### src/rtl/rx_accesscode_corr_if.sv
// Bit-stream, configuration and status signals of the receive access-code correlator.
// The master side drives bits and configuration; the slave side is the correlator.
interface rx_accesscode_corr_if #(
  parameter int CORR_W = 7,
  parameter int WIN_W  = 10
);
  logic              p_1us;
  logic              rxen;
  logic              rx_start_p;
  logic              rxdata_in;
  logic [63:0]       regi_syncword;
  logic [CORR_W-1:0] regi_corr_threshold;
  logic [WIN_W-1:0]  regi_search_win;
  logic              rx_trailer_st_p;
  logic [CORR_W-1:0] sync_corr_peak;
  logic              trailer_err;
  logic              rx_timeout_p;
  logic              rxbit;
  logic              rxbit_valid_p;
  logic              rx_busy;

  modport master (
    output p_1us, rxen, rx_start_p, rxdata_in,
           regi_syncword, regi_corr_threshold, regi_search_win,
    input  rx_trailer_st_p, sync_corr_peak, trailer_err, rx_timeout_p,
           rxbit, rxbit_valid_p, rx_busy
  );

  modport slave (
    input  p_1us, rxen, rx_start_p, rxdata_in,
           regi_syncword, regi_corr_threshold, regi_search_win,
    output rx_trailer_st_p, sync_corr_peak, trailer_err, rx_timeout_p,
           rxbit, rxbit_valid_p, rx_busy
  );
endinterface

### src/rtl/rx_accesscode_corr.sv
// Receive access-code correlator: slides a 64-bit window over the bit stream,
// detects the sync word, checks the 4-bit trailer and forwards aligned data bits.
module rx_accesscode_corr #(
  parameter int CORR_W = 7,
  parameter int WIN_W  = 10
) (
  input  logic                clk_6M,
  input  logic                rstz,
  rx_accesscode_corr_if.slave bus
);
  localparam logic [1:0] IDLE    = 2'd0;
  localparam logic [1:0] SEARCH  = 2'd1;
  localparam logic [1:0] TRAILER = 2'd2;
  localparam logic [1:0] DATA    = 2'd3;

  localparam logic [CORR_W-1:0] WIN_FULL = CORR_W'(64);

  logic [1:0]        state;
  logic [63:0]       shreg;
  logic [CORR_W-1:0] fill_cnt;
  logic [CORR_W-1:0] corr;
  logic [CORR_W-1:0] corr_q;
  logic [CORR_W-1:0] peak_q;
  logic [WIN_W-1:0]  timer;
  logic [1:0]        trl_cnt;
  logic              shift_q;
  logic              eval_q;
  logic              full_q;
  logic              match;
  logic              timeout_hit;
  logic              trl_exp;
  logic              trl_st_q;
  logic              timeout_q;
  logic              trl_err_q;
  logic              rxbit_q;
  logic              valid_q;

  // NOTE: give every always_comb output a value before any loop or branch so no latch is inferred.
  always_comb begin
    corr = '0;
    for (int i = 0; i < 64; i++) begin
      corr = corr + CORR_W'(~(shreg[i] ^ bus.regi_syncword[i]));
    end
  end

  // eval_q marks the single clk where corr_q/full_q reflect the newest bit, so
  // match and timeout are judged on the same bit and match takes priority.
  assign match       = (state == SEARCH) && eval_q && full_q &&
                       (corr_q >= bus.regi_corr_threshold);
  assign timeout_hit = (state == SEARCH) && eval_q && (bus.regi_search_win != '0) &&
                       (timer == bus.regi_search_win);
  assign trl_exp     = trl_cnt[0] ? bus.regi_syncword[63] : ~bus.regi_syncword[63];

  // NOTE: sequential state uses non-blocking assignments only, so every register sees pre-edge values.
  always_ff @(posedge clk_6M or negedge rstz) begin
    if (!rstz) begin
      state     <= IDLE;
      shreg     <= '0;
      fill_cnt  <= '0;
      corr_q    <= '0;
      peak_q    <= '0;
      timer     <= '0;
      trl_cnt   <= '0;
      shift_q   <= 1'b0;
      eval_q    <= 1'b0;
      full_q    <= 1'b0;
      trl_st_q  <= 1'b0;
      timeout_q <= 1'b0;
      trl_err_q <= 1'b0;
      rxbit_q   <= 1'b0;
      valid_q   <= 1'b0;
    end else begin
      trl_st_q  <= 1'b0;
      timeout_q <= 1'b0;
      valid_q   <= 1'b0;
      shift_q   <= 1'b0;
      eval_q    <= shift_q;
      corr_q    <= corr;
      full_q    <= (fill_cnt == WIN_FULL);
      if (!bus.rxen) begin
        state  <= IDLE;
        eval_q <= 1'b0;
        full_q <= 1'b0;
      end else if (bus.rx_start_p) begin
        state     <= SEARCH;
        shreg     <= '0;
        fill_cnt  <= '0;
        timer     <= '0;
        trl_cnt   <= '0;
        trl_err_q <= 1'b0;
        eval_q    <= 1'b0;
        full_q    <= 1'b0;
      end else begin
        case (state)
          SEARCH: begin
            if (match) begin
              state    <= TRAILER;
              peak_q   <= corr_q;
              trl_st_q <= 1'b1;
              trl_cnt  <= '0;
            end else if (timeout_hit) begin
              state     <= IDLE;
              timeout_q <= 1'b1;
            end else if (bus.p_1us) begin
              shreg   <= {bus.rxdata_in, shreg[63:1]};
              timer   <= timer + WIN_W'(1);
              shift_q <= 1'b1;
              if (fill_cnt != WIN_FULL) fill_cnt <= fill_cnt + CORR_W'(1);
            end
          end
          TRAILER: begin
            if (bus.p_1us) begin
              if (bus.rxdata_in != trl_exp) trl_err_q <= 1'b1;
              trl_cnt <= trl_cnt + 2'd1;
              if (trl_cnt == 2'd3) state <= DATA;
            end
          end
          DATA: begin
            if (bus.p_1us) begin
              rxbit_q <= bus.rxdata_in;
              valid_q <= 1'b1;
            end
          end
          default: ;
        endcase
      end
    end
  end

  assign bus.rx_trailer_st_p = trl_st_q;
  assign bus.sync_corr_peak  = peak_q;
  assign bus.trailer_err     = trl_err_q;
  assign bus.rx_timeout_p    = timeout_q;
  assign bus.rxbit           = rxbit_q;
  assign bus.rxbit_valid_p   = valid_q;
  assign bus.rx_busy         = (state != IDLE);
endmodule

### src/flat_wrapper.sv
// flat-port wrapper written by rule: the top's interface ports become plain ports
module rx_accesscode_corr_flat 
#(
  parameter int CORR_W = 7,
  parameter int WIN_W  = 10
)
  (clk_6M, rstz, bus_p_1us, bus_rxen, bus_rx_start_p, bus_rxdata_in, bus_regi_syncword, bus_regi_corr_threshold, bus_regi_search_win, bus_rx_trailer_st_p, bus_sync_corr_peak, bus_trailer_err, bus_rx_timeout_p, bus_rxbit, bus_rxbit_valid_p, bus_rx_busy);
  rx_accesscode_corr_if #(.CORR_W(CORR_W), .WIN_W(WIN_W)) bus_i ();
  input  logic clk_6M;
  input  logic rstz;
  input wire logic [$bits(bus_i.p_1us)-1:0] bus_p_1us;
  input wire logic [$bits(bus_i.rxen)-1:0] bus_rxen;
  input wire logic [$bits(bus_i.rx_start_p)-1:0] bus_rx_start_p;
  input wire logic [$bits(bus_i.rxdata_in)-1:0] bus_rxdata_in;
  input wire logic [$bits(bus_i.regi_syncword)-1:0] bus_regi_syncword;
  input wire logic [$bits(bus_i.regi_corr_threshold)-1:0] bus_regi_corr_threshold;
  input wire logic [$bits(bus_i.regi_search_win)-1:0] bus_regi_search_win;
  output wire logic [$bits(bus_i.rx_trailer_st_p)-1:0] bus_rx_trailer_st_p;
  output wire logic [$bits(bus_i.sync_corr_peak)-1:0] bus_sync_corr_peak;
  output wire logic [$bits(bus_i.trailer_err)-1:0] bus_trailer_err;
  output wire logic [$bits(bus_i.rx_timeout_p)-1:0] bus_rx_timeout_p;
  output wire logic [$bits(bus_i.rxbit)-1:0] bus_rxbit;
  output wire logic [$bits(bus_i.rxbit_valid_p)-1:0] bus_rxbit_valid_p;
  output wire logic [$bits(bus_i.rx_busy)-1:0] bus_rx_busy;
  assign bus_i.p_1us = bus_p_1us;
  assign bus_i.rxen = bus_rxen;
  assign bus_i.rx_start_p = bus_rx_start_p;
  assign bus_i.rxdata_in = bus_rxdata_in;
  assign bus_i.regi_syncword = bus_regi_syncword;
  assign bus_i.regi_corr_threshold = bus_regi_corr_threshold;
  assign bus_i.regi_search_win = bus_regi_search_win;
  assign bus_rx_trailer_st_p = bus_i.rx_trailer_st_p;
  assign bus_sync_corr_peak = bus_i.sync_corr_peak;
  assign bus_trailer_err = bus_i.trailer_err;
  assign bus_rx_timeout_p = bus_i.rx_timeout_p;
  assign bus_rxbit = bus_i.rxbit;
  assign bus_rxbit_valid_p = bus_i.rxbit_valid_p;
  assign bus_rx_busy = bus_i.rx_busy;
  rx_accesscode_corr #(.CORR_W(CORR_W), .WIN_W(WIN_W)) u_core (.clk_6M(clk_6M), .rstz(rstz), .bus(bus_i));
endmodule
### config.mk
export PLATFORM = sky130hd
export DESIGN_NAME = rx_accesscode_corr_flat
export DESIGN_NICKNAME = d
export VERILOG_FILES = /design/src/rtl/rx_accesscode_corr_if.sv /design/src/rtl/rx_accesscode_corr.sv /design/src/flat_wrapper.sv
export SDC_FILE = /design/constraint.sdc
export NUM_CORES = 1
export LEC_CHECK = 0
export CORE_ASPECT_RATIO = 0.9
export CORE_MARGIN = 10
export CORE_UTILIZATION = 55
export DETAILED_ROUTE_END_ITERATION = 6
export PLACE_DENSITY = 0.89
export RECOVER_POWER = 100
export SYNTH_ARGS = -nofsm -noshare
export SYNTH_HDL_FRONTEND = slang
export SYNTH_SLANG_ARGS = --single-unit
### constraint.sdc
create_clock -name clk_6M -period 7.1 [get_ports clk_6M]
set_input_delay 1.065 -clock clk_6M [delete_from_list [all_inputs] [get_ports clk_6M]]
set_output_delay 1.065 -clock clk_6M [all_outputs]
set_load 0.005 [all_outputs]
; Yosys cells after proc, flatten, opt, wreduce, memory -nomap -nowiden
; Index checks and enable logic that the tools add are counted.
[word_totals]
out_inout_bits = 13
register_bits = 107
input_bits = 87
[classes]
muxes = 54
bitwise_logic = 130
n_eq_ne = 16
n_reduce_logical = 20
magnitude_cmp = 1
n_addsub = 66
[op_table]
columns = cell, count
row1 = 7-bit NOT, 64
row2 = 7-bit adder, 63
row3 = 64-bit two-way mux, 5
row4 = 1-bit XOR, 64
row5 = 10-bit two-way mux, 5
row6 = 7-bit two-way mux, 6
row7 = 1-bit two-way mux, 27
row8 = 4-bit AND reduction, 5
row9 = 2-bit two-way mux, 9
row10 = 2-bit nonzero test, 6
row11 = "10-bit by 1-bit adder with 10-bit output, second input constant", 1
row12 = 10-bit equality test, 1
row13 = 10-bit nonzero test, 1
row14 = 2-bit one-hot mux with 2 select lines, 2
row15 = "7-bit by 1-bit adder with 7-bit output, second input constant", 1
row16 = "7-bit equality test, second input constant", 1
row17 = 7-bit >= comparator, 1
row18 = "7-bit inequality test, second input constant", 1
row19 = "2-bit equality test, second input constant", 3
row20 = 6-bit AND reduction, 1
row21 = 1-bit logical AND, 5
row22 = "5-bit by 3-bit inequality test with 1-bit output, second input constant", 1
row23 = 5-bit AND reduction, 1
row24 = "2-bit inequality test, second input constant", 2
row25 = 10 further kinds, 11

; Logic depth before layout (Yosys ltp)
; Gate-level depths: netlist of run 1.
[depth]
ltp_word = 65
ltp_mapped = 22
depth_no_buf = 22

; Least setup slack after synthesis of run 1
; No wires, ideal clock.
[synth_path]
path_kind = input -> register
start = input port bus_regi_syncword[17]
end = register u_core.corr_q[6]
setup_slack_ns = 0.406
t_required_ns = 6.978
setup_time_ns = 0.122
path_stages = 20
path_buffers = 0
t_arrival_ns = 6.572
cell_sequence = xor2_1 fa_1 inv_1 fa_1 fa_1 inv_1 fa_1 fa_1 fa_1 fa_1 fa_1 inv_1 ha_1 fa_1 a21oi_1 nor2_1 nor2_1 nor2b_1 o21ai_0 nand2b_1
[synth_between]
elab_chain_len = 49
[synth_rtl]
columns = element, line
row1 = "start, declared", flat_wrapper.sv:15  ; input wire logic [$bits(bus_i.regi_syncword)-1:0] bus_regi_syncword;
row2 = 1-bit XOR, rx_accesscode_corr.sv:42  ; corr = corr + CORR_W'(~(shreg[i] ^ bus.regi_syncword[i]));
row3 = 7-bit NOT, rx_accesscode_corr.sv:42
row4 = 7-bit adder (47 in a row), rx_accesscode_corr.sv:42
row5 = via u_core.corr[6], rx_accesscode_corr.sv:21  ; logic [CORR_W-1:0] corr;
row6 = "end signal, assigned", rx_accesscode_corr.sv:78  ; corr_q <= corr;
row7 = "end, declared", rx_accesscode_corr.sv:22  ; logic [CORR_W-1:0] corr_q;
; The timed path passes the listed nets, and every way through them passes these cells.
; A chain may end at the register's enable or synchronous reset.

; Worst setup path after layout of run 1
[layout_path]
start = input port bus_regi_syncword[11]
end = register u_core.corr_q[5]
[layout_between]
elab_chain_len = 55
[layout_rtl]
columns = element, line
row1 = 1-bit XOR, rx_accesscode_corr.sv:42
row2 = 7-bit NOT, rx_accesscode_corr.sv:42
row3 = 7-bit adder (53 in a row), rx_accesscode_corr.sv:42
row4 = via u_core.corr[5], rx_accesscode_corr.sv:21
; The timed path passes the listed nets, and every way through them passes these cells.

==> impl_metrics.env, run 1 <==
export IMPL_outcome="complete, but fails checks"
export IMPL_violations="max-capacitance violations, max-slew violations"
export IMPL_io_pin_count=100
export IMPL_leakage_nw=3.99
export IMPL_vias=4850
export IMPL_grt_pass1_wl_um=26900
export IMPL_fmax_mhz=144
export IMPL_antenna_cells=0
export IMPL_path_cells="clkdlybuf4s50_1, xnor2_2, fa_1, fa_1, inv_1, fa_1, fa_1, fa_1, inv_1, fa_1, fa_1, inv_1, fa_1, inv_1, ha_1, a21o_1, a21oi_2, o21bai_1, a21oi_1, xnor2_1"
export IMPL_htree_levels=3
export IMPL_syn_area_um2=6760
export IMPL_clk_path_buf_depth=2
export IMPL_hpwl_um=12300
export IMPL_internal_power_mw=2.46
export IMPL_p_switching_mw=1.79
export IMPL_num_rows=38
export IMPL_fp_dieH_um=125
export IMPL_core_area_um2=12000
export IMPL_avgSynthCellArea_um2=11.8
export IMPL_yosysMostFrequentCell="dfrtp_1"
export IMPL_max_stage_delay_ns=0.58
export IMPL_p_per_area_nw_per_um2=513
export IMPL_cts_sinks=107
export IMPL_clk_pin_slew_ns=0.07
export IMPL_skew_ns=0.00712
export IMPL_swShare=0.421
export IMPL_grt_overflow_total=0
export IMPL_postCtsHoldBufs=0
export IMPL_clk_latency_ns=0.35
export IMPL_grt_use_total=0.195
export IMPL_yosys_warnings=0
export IMPL_via_per_inst=5.82
export IMPL_yosysTopAreaCell="dfrtp_1"
export IMPL_grt_pass1_vias=5236
export IMPL_cpMaxStageDelayCell="fa_1"
export IMPL_p_comb_frac=0.700
export IMPL_dieWidth_um=137
export IMPL_crit_type="in2reg"
export IMPL_syn_num_nets=744
export IMPL_cts_root_buf="clkbuf_16"
export IMPL_fin_crit_ns=6.92
export IMPL_wl_um=16500
export IMPL_hold_viol=0
export IMPL_syn_to_final_growth_pct=22.6
export IMPL_ys_top_cells_by_count="dfrtp_1, a22o_1, inv_1"
export IMPL_drv_slew=157
export IMPL_synth_edf_count=0
export IMPL_syn_inst=573
export IMPL_cap_violations=2
export IMPL_clock_power_share=0.129
export IMPL_numCtsBuffers=9
export IMPL_crit_path_frequent_cell="fa_1"
export IMPL_avgRoutedWirePerCell_um=19.8
export IMPL_dieArea_um2=17100
export IMPL_ys_ff_latch=107
export IMPL_netlist_top_cells_area="dfrtp_1, fa_1, a22o_1, xor2_1, ha_1"
export IMPL_synth_top_cell_area_share=0.396
export IMPL_firstDrtPassIters=5
export IMPL_tightest_slew_ns=3.09
export IMPL_drcViolationCount=0
export IMPL_final_layout_size_suffix_gt1_frac=0.0743
export IMPL_min_path_type="reg2reg"
export IMPL_p_total_mw=4.25
export IMPL_tritoncts="done"
export IMPL_start_util=0.562
export IMPL_drt_iter0_drc=349
export IMPL_vdd_drop_max_uv=822
export IMPL_setup_viol=0
export IMPL_cp_end_kind="register"
export IMPL_nets=839
export IMPL_synth_async_reset_ratio=1.00
export IMPL_drtAntennaViolNets=0
export IMPL_period_share=0.975
export IMPL_port_buffers=99
export IMPL_gp_congestion=0.895
export IMPL_synthFlopType="dfrtp_1"
export IMPL_antenna_found_initial=0
export IMPL_arrival_ns=7.17
export IMPL_fillers=821
export IMPL_critPathMaxFanout=2
export IMPL_cp_data_required_time_ns=7.35
export IMPL_ys_seq_area_frac=0.396
export IMPL_grt_max_degree=87
export IMPL_power_frac_seq=0.171
export IMPL_relSlewSlack=-1.06
export IMPL_synth_distinct_cells=49
export IMPL_whs_ns=0.511
export IMPL_worstSetupStartpointType="input port"
-- per-layer routing --
metal | GRT usage | up-vias | wire, um
met5 | 0 | - | 0
met4 | 0.0551 | 0 | 301
li1 | - | 2177 | -
met1 | 0.252 | 2473 | 6860
met2 | 0.319 | 170 | 8270
met3 | 0.0476 | 30 | 1030
-- worst max-delay path, delay by kind of cell --
family	cells	cell delay, ns
fa+ha+maj	9	4.41
buf+inv	5	0.77
compound gates	4	0.60
xor+xnor	2	0.34
-- power groups by stage --
stage	Sequential, mW	Combinational, mW	Clock [mW]
finish	0.727	2.97	0.548
global route	0.731	3.39	0.584
CTS	0.727	2.95	0.556
global placement	0.735	2.66	0
detailed placement	0.737	2.88	0
floorplan	0.729	1.98	0
-- metrics by stage --
step	std cells	util	setup TNS, ns	setup slack (ns)	area [um^2]
2_1_floorplan	573	-	0	0.406	6760
3_3_place_gp	817	0.656	-0.331	-0.175	7890
3_5_place_dp	817	0.656	-0.834	-0.279	7890
4_1_cts	833	0.683	0	0.0359	8220
5_1_grt	833	0.689	-0.0239	-0.0239	8290
6_report	833	0.689	0	0.179	8290
-- sequential cells by signal (all words and copies together), names as in the netlist, 2 cells and up --
signal and flops:
u_core.bus.sync_corr_peak 7, u_core.trl_cnt 2, u_core.fill_cnt 7, u_core.corr_q 7, u_core.state 2, u_core.shreg 64, u_core.timer 10
-- layout make-up --
type	count	area (um^2)	share of cell area
Tap cell	160	200	0.0242
Sequential cell	107	2680	0.323
Inverter	64	240	0.0290
Clock inverter	4	72.6	0.00876
Timing Repair Buffer	106	1030	0.124
Multi-Input combinational cell	380	3810	0.460
Clock buffer	12	256	0.0310
-- cells by family (layout without fill, tap and decap cells) --
kind of cell	Yosys count	after routing	share of synthesized area
fa+ha+maj	84	84	0.215
buf+inv	86	186	0.0526
compound gates	118	118	0.147
simple gates	88	88	0.0689
flops	107	107	0.396
mux	10	10	0.0165
xor+xnor	80	80	0.104
-- cells in the final DEF, fill, tap and decap left out, drive strengths merged, types with 5 or more instances in the layout --
cell type	n
dfrtp	107
clkdlybuf4s50	81
a22o	67
inv	64
fa	54
xor2	45
xnor2	35
ha	30
dlygate4sd3	17
clkbuf	17
nand2	16
nor2	14
nand3	13
and3	12
mux2	9
a21oi	9
nor3	8
nor4	7
nand4	5
-- final timing paths --
check,from,to,slack [ns],cells past startpoint
max in group asynchronous,rstz,u_core.shreg[10],3.53,2
min in group asynchronous,rstz,u_core.bus.sync_corr_peak[6],0.92,1
worst max-delay path,bus_regi_syncword[11],u_core.corr_q[5],0.18,20
worst min register to register,u_core.shift_q,u_core.eval_q,0.51,1
worst max register to register,u_core.shreg[17],u_core.corr_q[5],0.91,20
worst min-delay path,u_core.shift_q,u_core.eval_q,0.51,1
-- what timing repair did --
action                     4_1_cts  5_1_grt
setup endpoints to repair        0        3
buffers inserted                 0        0
hold endpoints to repair         0        0
gates resized for setup          0       14
Note: power is estimated with default switching activity, not from simulation.
==> run 2: changes to the inputs <==
--- a/config.mk
+++ b/config.mk
@@ -11,6 +11,7 @@
 export DETAILED_ROUTE_END_ITERATION = 6
 export PLACE_DENSITY = 0.89
 export RECOVER_POWER = 100
+export SETUP_SLACK_MARGIN = 0.05
 export SYNTH_ARGS = -nofsm -noshare
 export SYNTH_HDL_FRONTEND = slang
 export SYNTH_SLANG_ARGS = --single-unit
==> impl_metrics.env, run 2 (synthesis gave the netlist of run 1 again) <==
export IMPL_cts_sinks=107
export IMPL_dieWidth_um=137
export IMPL_clk_path_buf_depth=2
export IMPL_cp_data_required_time_ns=7.35
export IMPL_drv_slew=157
export IMPL_core_area_um2=12000
export IMPL_clk_latency_ns=0.35
export IMPL_critPathMaxFanout=2
export IMPL_io_pin_count=100
export IMPL_fillers=810
export IMPL_clk_pin_slew_ns=0.07
export IMPL_p_per_area_nw_per_um2=527
export IMPL_leakage_nw=4.01
export IMPL_fin_crit_ns=6.88
export IMPL_critical_path_buf_inv_count=6
export IMPL_path_cells="clkdlybuf4s50_1, xor2_1, fa_1, inv_1, fa_2, fa_1, inv_1, fa_1, inv_1, fa_1, fa_1, fa_1, inv_1, fa_1, inv_1, ha_1, a21o_1, a21oi_2, o21bai_1, a21oi_1, xnor2_1"
export IMPL_antenna_found_initial=0
export IMPL_min_path_type="reg2reg"
export IMPL_period_share=0.969
export IMPL_hpwl_um=12300
export IMPL_final_layout_size_suffix_gt1_frac=0.0861
export IMPL_cp_top_family="adder cells"
export IMPL_skew_ns=0.00642
export IMPL_drcViolationCount=3
export IMPL_setup_viol=0
export IMPL_post_place_ws_ns=-0.279
export IMPL_dpl_cell_area_um2=7890
export IMPL_cap_violations=2
export IMPL_grt_use_total=0.195
export IMPL_antenna_cells=0
export IMPL_cts_root_buf="clkbuf_16"
export IMPL_reg_top3="u_core.shreg x64, u_core.timer x10"
export IMPL_arrival_ns=7.13
export IMPL_crit_type="in2reg"
export IMPL_layout_commonest_cell="dfrtp_1"
export IMPL_wl_um=16600
export IMPL_worst_slack_ns=0.221
export IMPL_tritoncts="done"
export IMPL_whs_ns=0.517
export IMPL_grt_max_degree=87
export IMPL_drtAntennaViolNets=0
export IMPL_avgRoutedWirePerCell_um=19.9
export IMPL_fmax_mhz=145
export IMPL_grt_overflow_total=0
export IMPL_num_rows=38
export IMPL_nets=840
export IMPL_timing_rr_start="u_core.shreg[35]"
export IMPL_crit_path_frequent_cell="fa_1"
export IMPL_worstSetupStartpointType="input port"
export IMPL_relSlewSlack=-1.06
export IMPL_largest_register_ffs=64
export IMPL_start_util=0.562
export IMPL_stdcell_area_um2=8330
export IMPL_max_stage_delay_ns=0.56
export IMPL_syn_to_final_growth_pct=23.2
export IMPL_hold_viol=0
export IMPL_violations="design-rule violations, max-capacitance violations, max-slew violations"
export IMPL_gp_congestion=0.895
export IMPL_rsz0062_at_grt="no"
export IMPL_dieArea_um2=17100
export IMPL_fp_dieH_um=125
export IMPL_top_register="u_core.shreg"
export IMPL_outcome="complete, but fails checks"
export IMPL_vias=4848
export IMPL_grt_pass1_vias=5235
export IMPL_grt_pass1_wl_um=26900
export IMPL_p_total_mw=4.39
export IMPL_firstDrtPassIters=7
export IMPL_min_from="u_core.shift_q"
export IMPL_layout_cells_non_filler=834
export IMPL_drt_iter0_drc=356
export IMPL_vdd_drop_max_uv=879
export IMPL_critPathLaunch="bus_regi_syncword[35]"
export IMPL_tightest_slew_ns=3.09
export IMPL_placedCellCount=817
export IMPL_cpMaxStageDelayCell="fa_1"
export IMPL_cp_end_kind="register"
export IMPL_port_buffers=99
export IMPL_layout_common_cells="dfrtp_1, clkdlybuf4s50_1, a22o_1"
export IMPL_via_per_inst=5.81
export IMPL_numCtsBuffers=9
export IMPL_htree_levels=3
## run 2: power breakdown
part           switching, mW  leakage, nW  internal, mW
combinational           1.61         2.39          1.51
clock                  0.222        0.159         0.328
sequential            0.0245         1.47         0.703
## run 2: layer usage
layer  GRT usage  part of all wire  vias to the layer above
met4      0.0551             0.017                        0
li1            -                 -                     2176
met3      0.0476             0.063                       27
met5           0                 0                        -
met1       0.252              0.42                     2476
met2       0.319              0.50                      169
## run 2: per-stage QoR
stage          setup TNS, ns  utilization
2_1_floorplan              0            -
3_3_place_gp          -0.331        0.656
3_5_place_dp          -0.834        0.656
4_1_cts                    0        0.683
5_1_grt                    0        0.692
6_report                   0        0.692
## run 2: final cells by class
type                       instances  area, um^2  share of cell area
clock buffer                      12         256              0.0308
clock inverter                     4        72.6             0.00871
inverter                          64         240              0.0288
multi-input combinational        380        3840               0.461
sequential                       107        2680               0.322
tap                              160         200              0.0240
timing repair buffer             107        1040               0.125
## run 2: repair_timing
item / 4_1_cts / 5_1_grt
setup endpoints to repair: 2 / 4
hold endpoints to repair: 0 / 0
hold buffers: 0 / 0
pin swaps: 1 / 17
gates resized for setup: 0 / 23
buffers inserted: 0 / 1
## run 2: final timing paths
| check | endpoint | slack (ns) | depth (start not counted) |
|---|---|---|---|
| max in group asynchronous | u_core.shreg[7] | 3.53 | 2 |
| max reg2reg | u_core.corr_q[5] | 0.95 | 20 |
| min reg2reg | u_core.eval_q | 0.52 | 1 |
| max | u_core.corr_q[5] | 0.22 | 21 |
| min | u_core.eval_q | 0.52 | 1 |
| min in group asynchronous | u_core.bus.sync_corr_peak[6] | 0.92 | 1 |
